## config.mk

```make
export PLATFORM = sky130hd
export DESIGN_NAME = pc_sequencer
export DESIGN_NICKNAME = d
export VERILOG_FILES = /design/src/rtl/pc_sequencer.sv
export SDC_FILE = /design/constraint.sdc
export NUM_CORES = 1
export LEC_CHECK = 0
export CORE_MARGIN = 1
export CORE_UTILIZATION = 25
export DETAILED_ROUTE_END_ITERATION = 10
export PLACE_DENSITY = 0.45
export REMOVE_ABC_BUFFERS = 1
export SYNTH_ARGS = -nofsm -noshare
export SYNTH_HDL_FRONTEND = slang
export SYNTH_SLANG_ARGS = --single-unit
```

## constraint.sdc

```tcl
create_clock -name clk -period 2.4 [get_ports clk]
set_clock_uncertainty 0.15 [all_clocks]
set_input_delay 0.48 -clock clk [delete_from_list [all_inputs] [get_ports clk]]
set_output_delay 0.48 -clock clk [all_outputs]
set_load 0.03 [all_outputs]
```

## src/rtl/pc_sequencer.sv

```systemverilog
// Program-counter sequencer: chooses the next fetch address from step, branch, jump,
// call or return, with a circular return-address stack that drops its oldest entry when full.
module pc_sequencer #(
   parameter int unsigned          ADDR_W       = 32,
   parameter logic [ADDR_W-1:0]    RESET_VECTOR = ADDR_W'(32'h0100_0000),
   parameter int unsigned          STEP         = 4,
   parameter int unsigned          OFF_W        = 16,
   parameter int unsigned          RAS_DEPTH    = 4
) (
   input  logic              clk,
   input  logic              reset_n,
   input  logic              enable,
   input  logic [2:0]        cmd,
   input  logic [ADDR_W-1:0] target,
   input  logic [OFF_W-1:0]  offset,
   output logic [ADDR_W-1:0] pc,
   output logic              pc_updated,
   output logic              ras_empty,
   output logic              ras_full,
   output logic              ras_overflow,
   output logic              ras_underflow
);

   localparam int unsigned       PTR_W      = (RAS_DEPTH > 1) ? $clog2(RAS_DEPTH) : 1;
   localparam int unsigned       CNT_W      = $clog2(RAS_DEPTH + 1);
   localparam logic [ADDR_W-1:0] STEP_V     = ADDR_W'(STEP);
   localparam logic [ADDR_W-1:0] ALIGN_MASK = ~(STEP_V - ADDR_W'(1));
   localparam logic [PTR_W-1:0]  PTR_LAST   = PTR_W'(RAS_DEPTH - 1);
   localparam logic [CNT_W-1:0]  CNT_FULL   = CNT_W'(RAS_DEPTH);

   typedef enum logic {ST_BOOT, ST_RUN} state_e;

   typedef enum logic [2:0] {
      CMD_SEQ    = 3'd0,
      CMD_BRANCH = 3'd1,
      CMD_JUMP   = 3'd2,
      CMD_CALL   = 3'd3,
      CMD_RET    = 3'd4
   } cmd_e;

   state_e                    state_q;
   logic [ADDR_W-1:0]         pc_q, pc_d;
   logic                      upd_q, ovf_q, unf_q;
   logic [CNT_W-1:0]          cnt_q;
   logic [PTR_W-1:0]          ptr_q;
   logic [ADDR_W-1:0]         ras_q [RAS_DEPTH];

   logic signed [ADDR_W-1:0]  off_ext;
   logic [ADDR_W-1:0]         step_pc, raw_pc;
   logic [PTR_W-1:0]          top_idx, next_ptr;
   logic                      do_push, do_pop, underflow;
   logic                      run_en;

   assign off_ext = $signed(offset);
   assign run_en  = (state_q == ST_RUN) && enable;

   // ptr_q is the next free slot; the top of stack sits one below it, circularly.
   // NOTE: every always_comb output gets a default first so no path leaves it unassigned (no latch).
   always_comb begin
      step_pc   = pc_q + STEP_V;
      top_idx   = (ptr_q == '0) ? PTR_LAST : ptr_q - PTR_W'(1);
      next_ptr  = (ptr_q == PTR_LAST) ? '0 : ptr_q + PTR_W'(1);
      raw_pc    = step_pc;
      do_push   = 1'b0;
      do_pop    = 1'b0;
      underflow = 1'b0;
      case (cmd)
         CMD_BRANCH: raw_pc = pc_q + off_ext;
         CMD_JUMP:   raw_pc = target;
         CMD_CALL: begin
            raw_pc  = target;
            do_push = 1'b1;
         end
         CMD_RET: begin
            if (cnt_q != '0) begin
               raw_pc = ras_q[top_idx];
               do_pop = 1'b1;
            end else begin
               raw_pc    = target;
               underflow = 1'b1;
            end
         end
         default: raw_pc = step_pc;
      endcase
      pc_d = raw_pc & ALIGN_MASK;
   end

   // NOTE: sequential state uses non-blocking assignments so all registers update together.
   always_ff @(posedge clk or negedge reset_n) begin
      if (!reset_n) begin
         state_q <= ST_BOOT;
         pc_q    <= RESET_VECTOR;
         upd_q   <= 1'b0;
         ovf_q   <= 1'b0;
         unf_q   <= 1'b0;
         cnt_q   <= '0;
         ptr_q   <= '0;
      end else begin
         upd_q <= 1'b0;
         ovf_q <= 1'b0;
         unf_q <= 1'b0;
         case (state_q)
            ST_BOOT: begin
               state_q <= ST_RUN;
               upd_q   <= 1'b1;
            end
            ST_RUN: begin
               if (enable) begin
                  pc_q  <= pc_d;
                  upd_q <= 1'b1;
                  unf_q <= underflow;
                  if (do_push) begin
                     ptr_q <= next_ptr;
                     if (cnt_q == CNT_FULL) ovf_q <= 1'b1;
                     else                   cnt_q <= cnt_q + CNT_W'(1);
                  end else if (do_pop) begin
                     ptr_q <= top_idx;
                     cnt_q <= cnt_q - CNT_W'(1);
                  end
               end
            end
            default: state_q <= ST_BOOT;
         endcase
      end
   end

   // NOTE: stack storage has no reset; an entry is only read after a push has written it.
   always_ff @(posedge clk) begin
      if (run_en && do_push) ras_q[ptr_q] <= step_pc;
   end

   assign pc            = pc_q;
   assign pc_updated    = upd_q;
   assign ras_overflow  = ovf_q;
   assign ras_underflow = unf_q;
   assign ras_empty     = (cnt_q == '0);
   assign ras_full      = (cnt_q == CNT_FULL);

endmodule
```

== After elaboration in Yosys (flattened, before gate mapping) ==
Memory sizes are Yosys's and may differ from the RTL's.
Index checks and enable logic that the tools add are counted.

* Word-level logic and storage cells: 56
* Output and inout port bits: 37
* Input bits: 54
* RAM bits: 128
* Memories kept: 1
* Bits in registers: 39

{| class="wikitable"
|+ Memory list
! memory !! words !! width !! read ports !! clocked after memory_dff !! wr ports !! RTL line !! text
|-
| ras_q || 4 || 32 || 1 || 0 || 1 || 46 || <nowiki>logic [ADDR_W-1:0] ras_q [RAS_DEPTH];</nowiki>
|}

* Reductions and logical operators: 10
* Equal/unequal tests: 7
* Bitwise gates (word level): 1
* Add/subtract/negate cells: 6
* Multiplexer cells: 24

{| class="wikitable"
|+ Operator list
! kind !! count
|-
| 32-bit one-hot mux with 3 select lines || 1
|-
| 32-bit by 3-bit adder with 32-bit output, second input constant || 1
|-
| 32-bit adder || 1
|-
| 32-bit two-way mux || 1
|-
| 1-bit two-way mux || 14
|-
| 3-bit two-way mux || 3
|-
| 2-bit two-way mux || 4
|-
| 3-bit by 2-bit == test with 1-bit output, second input constant || 2
|-
| 3-bit == test, second input constant || 2
|-
| 4-bit AND reduction || 1
|-
| 3-bit by 1-bit adder with 3-bit output, second input constant || 1
|-
| 3-bit by 1-bit == test with 1-bit output, second input constant || 1
|-
| 3-bit zero test || 1
|-
| 3-bit AND reduction || 1
|-
| 3-bit nonzero test || 1
|-
| 3-bit by 1-bit subtractor with 3-bit output, second input constant || 1
|-
| 2-bit by 1-bit adder with 2-bit output, second input constant || 1
|-
| 2-bit == test, second input constant || 1
|-
| 1-bit logical AND || 2
|-
| 2-bit zero test || 1
|-
| 2-bit != test, second input constant || 1
|-
| 1-bit one-hot mux with 2 select lines || 1
|-
| 2-bit AND reduction || 1
|-
| 2-bit nonzero test || 1
|-
| 3 further kinds || 3
|}

== Longest topological paths before layout ==
* Depth after elaboration: 5
* Mapped depth: 11
* Gate-level depth less buffers: 11

== Worst setup path before layout ==
No wires, ideal clock.

* Path kind: register -> register
* From: register pc_q[2], in the netlist pc[2]
* To: register pc_q[22], in the netlist pc[22]
* Library setup time: 0.127 ns
* Stages on the path, launching flop included: 12
* Arrival: 2.568 ns
* Period minus slack after synthesis: 2.845 ns
* Required time: 2.123 ns
* Setup slack: -0.445 ns
* Buffers on the path: 0
* Cell sequence: dfrtp_1 ha_1 inv_1 fa_1 nor2b_4 o2111a_1 o21a_1 o21ai_0 o41ai_1 xor2_1 a211oi_1 a21oi_1

* Cells in the longest elaborated chain, start to end: 2
* Elaborated cells on any way between the ends: 3
* Classes of those cells: 2 x add/sub; 1 x mux

{| class="wikitable"
|+ Ends and longest elaborated chain
! element !! RTL line !! text
|-
| from (decl) || 42 || <nowiki>logic [ADDR_W-1:0] pc_q, pc_d;</nowiki>
|-
| from (signal assigned) || 109 || <nowiki>pc_q <= pc_d;</nowiki>
|-
| 32-bit by 3-bit adder with 32-bit output or 32-bit adder (tied branches) || 60, 68 ||
|-
| 32-bit one-hot mux with 3 select lines (*) || 67 || <nowiki>case (cmd)</nowiki>
|}

Every way passes the cells marked *; elsewhere a longest branch is shown, timed or not.
A chain may end at the register's enable or synchronous reset.

== Worst setup path in the final report ==
* From: input offset[10]
* To: register pc_q[26], in the netlist pc[26]

* Cells in the longest elaborated chain, start to end: 2

{| class="wikitable"
|+ Ends and longest elaborated chain
! element !! RTL line !! text
|-
| from (decl) || 15 || <nowiki>input logic [OFF_W-1:0] offset,</nowiki>
|-
| 32-bit adder || 68 || <nowiki>CMD_BRANCH: raw_pc = pc_q + off_ext;</nowiki>
|-
| 32-bit one-hot mux with 3 select lines || 67 ||
|}

No other way between the ends.

==> impl_results.md <==
- CTS Sinks: roughly 160
- Tcrit/Tclk final: 115%
- Post-route non-filler standard cell count: 1527
- Most used flip-flop cell after synthesis: edfxtp_1
- Seq cells post-synth: 159
- Avg Inst Size Synth: around 12 µm²
- Clock network power share: between 10% and 20%
- Placed Cells incl. Taps: about 1500
- Post-route DRC violation count: 0
- CTS H-tree lvls: 4
- Tmin final: 2.75 ns
- Diode count: 0
- Slowest stage delay, CP: between 0.5 and 0.6 ns
- Clock Tree Root: clkbuf_16
- Total Wirelength: between 30000 and 40000 µm
- Synth top cells by count: edfxtp_1, nand2_1, a21oi_1, nor2_1, o21ai_0
- Synth Instances: around 740
- Switching Share: between 30 and 40%
- CTS buffer count: 17
- DR WL/cell: 19.9 µm
- First DRT Iteration DRCs: between 500 and 600
- P_int: about 9.2 mW
- Largest net degree at the start of global routing: 31
- Max-Cap Viols: 0
- Required time worst endpoint: roughly 2.6 ns
- Initial antenna violation count: 0
- Hold Crit Class: reg -> reg
- Critical path endpoint category: register
- Unrepaired setup endpoints after global routing: yes
- Final hold violations: 0
- Share of cells above drive strength 1: approximately two fifths
- Startpoint types: input pin
- Via count: approximately 7500
- Pwr dens: about 1100 nW/µm²
- P_sw: 5.32 mW
- Yosys top cell by area: edfxtp_1
- Setup violations, final: 19
- Deepest clock path buffer count: 2
- Die W: about 190 µm
- Critical path arrival: about 3 ns
- Worst Path Max Fanout: 4
- Hold slack: roughly 0.30 ns
- Seq/Total Area, Yosys: around 50%
- # IOs: around 90
- Register share of total power: 25.1%
- Reg clk slew, reported paths: ~0.070 ns
- Clk_lat worst skew: 0.44 ns
- Post-DRT Antenna Nets: 0
- Die Y: between 150 and 200 µm
- Post-synth EDFFs: 120
- Design Power: between 10 and 15 mW
- First-pass GRT wire length: roughly 46000 µm
- Top cells by area, synth: edfxtp_1, dfrtp_1, mux4_2, ha_1, xnor2_1
- Synth warn: 0
- Top-area cell type share of the netlist area: between 40% and 50%
- Final worst slack: -0.354 ns
- Layout area overhead: 53.8%
- HPWL after DPL: between 20000 and 25000 µm
- Worst reg-to-reg setup slack: -0.34 ns
- Via-per-instance ratio: about 5
- Global route total overflow: 0
- Maximum vdd drop: between 500 and 600 µV
- Worst-path cell chain: clkdlybuf4s50_1 -> ha_4 -> buf_4 -> o21ai_0 -> nand2b_1 -> nor2b_1 -> buf_4 -> o211a_4 -> o32ai_4 -> xnor2_1 -> a221o_1
- Cell mode on critical path: buf_4
- GPL Wtd Cong: approximately 0.84
- Nets: 1150
- I/O Buffers: 84
- LEAKAGE: between 5 and 6 nW
- Comb pwr share: approximately 55%
- Initial core utilization: 25.6%
- Site row count: between 60 and 70
- Library cells used by synthesis: 70
- Fin. max-slew vios: 0
- Outcome: complete, but fails checks
- Post-Syn Area: just under 9000 µm²
- GRT Total Usage: between 15 and 20%
- CTS tree: done
- Async set-reset flop share out of synthesis: 24.5%
- Die area: 36400 µm²
- Cell with the most instances after synthesis: edfxtp_1
- Core footprint: ~35000 µm²
- Fmax: approximately 360 MHz
- Critical path class: in -> reg
- 1st-pass router iterations: 5
- Failing checks: negative setup slack
- Worst path slowest cell: clkdlybuf4s50_1
- Vias in the first global route: 7743
-- per-layer routing --
layer	routed length [µm]	up-vias	part of all wire (%)	GRT usage (%)
met1	14400	3765	47	23.8
met4	403	0	1.3	3.69
met5	0	-	0	0
li1	-	3525	-	-
met3	1280	19	4.2	3.26
met2	14300	163	47	27.5
-- through the flow --
| stage | area, µm² | setup WS [ns] | util [%] | TNS (ns) |
|---|---|---|---|---|
| after floorplan | 8740 | -0.866 | - | -49.75 |
| after global placement | 12100 | -1.05 | 34.7 | -35.68 |
| after detailed placement | 12100 | -1.11 | 34.7 | -35.08 |
| after CTS | 13200 | -0.351 | 38.0 | -3.98 |
| after global routing | 13700 | -0.430 | 39.4 | -6.09 |
| final | 13700 | -0.354 | 39.4 | -3.50 |
-- layout make-up --
type                            count  area [µm²]
Sequential cell                   159        4580
Multi-Input combinational cell    530        4870
Clock inverter                     13         164
Inverter                           15        56.3
Clock buffer                       18         429
Fill cell                        3362       21100
Tap cell                          455         569
Timing Repair Buffer              337        3030
-- worst max-delay path, delay by kind of cell --
kind	cells	cell delay, ns
compound gates	4	0.91
buf+inv	3	0.85
simple gates	2	0.32
fa+ha+maj	1	0.24
xor+xnor	1	0.11
-- power by group through the flow --
| stage | Combinational [mW] | Clock (mW) | Sequential, mW |
|---|---|---|---|
| 6_report | 8.03 | 2.84 | 3.64 |
| 5_1_grt | 8.64 | 3.01 | 3.67 |
| 4_1_cts | 7.52 | 2.92 | 3.62 |
| 3_5_place_dp | 6.86 | 0 | 3.65 |
| 3_3_place_gp | 6.86 | 0 | 3.65 |
| 2_1_floorplan | 3.13 | 0 | 4.11 |
-- cells by family (layout without fill, tap and decap cells) --
kind of cell	Yosys count	in the layout	synth area share (%)
multiplexers	33	33	7.93
AO/OA/AOI/OAI	205	205	15.8
XOR/XNOR	56	56	5.50
flip-flops	159	159	51.4
AND/OR/NAND/NOR	197	197	11.5
buffers and inverters	55	383	2.57
other	2	3	0.0843
adder cells (fa/ha/maj)	36	36	5.22
-- worst paths after layout --
kind                                         from                   end  cells after the start
worst max-delay path                   offset[10]    pc[26]$_DFFE_PN0P_                     11
worst min-delay path            state_q$_DFF_PN0_  pc_updated$_DFF_PN0_                      1
worst max register to register  pc[2]$_DFFE_PN0P_    pc[26]$_DFFE_PN0P_                     11
worst min register to register  state_q$_DFF_PN0_  pc_updated$_DFF_PN0_                      1
max in group asynchronous                 reset_n    pc[24]$_DFFE_PN1P_                      3
min in group asynchronous                 reset_n     pc[8]$_DFFE_PN0P_                      2
-- sequential cells by signal, summed over array words and instances (netlist names) --
name	flops
ras_q	120
pc	30
cnt_q	3
ptr_q	2
pc_updated	1
ras_overflow	1
ras_underflow	1
state_q	1
-- placed cells by master, fill, tap and decap left out, types with 19 or more instances in the layout --
cell               n
a21oi_1           37
o21ai_0           25
edfxtp_1         120
buf_4            216
nor2_1            41
nand2_1           50
xnor2_1           19
mux4_2            30
clkdlybuf4s50_1   69
dfrtp_1           37
-- repair_timing --
| action | in CTS | in global routing |
|---|---|---|
| pin swaps | 52 | 56 |
| endpoints found under the setup margin | 49 | 80 |
| gates resized for setup | 91 | 85 |
| hold endpoints to repair | 15 | 0 |
| buffers inserted | 15 | 14 |
| gates cloned | 2 | 0 |
| hold buffers | 1 | 0 |
(Power assumes the default switching activity.)
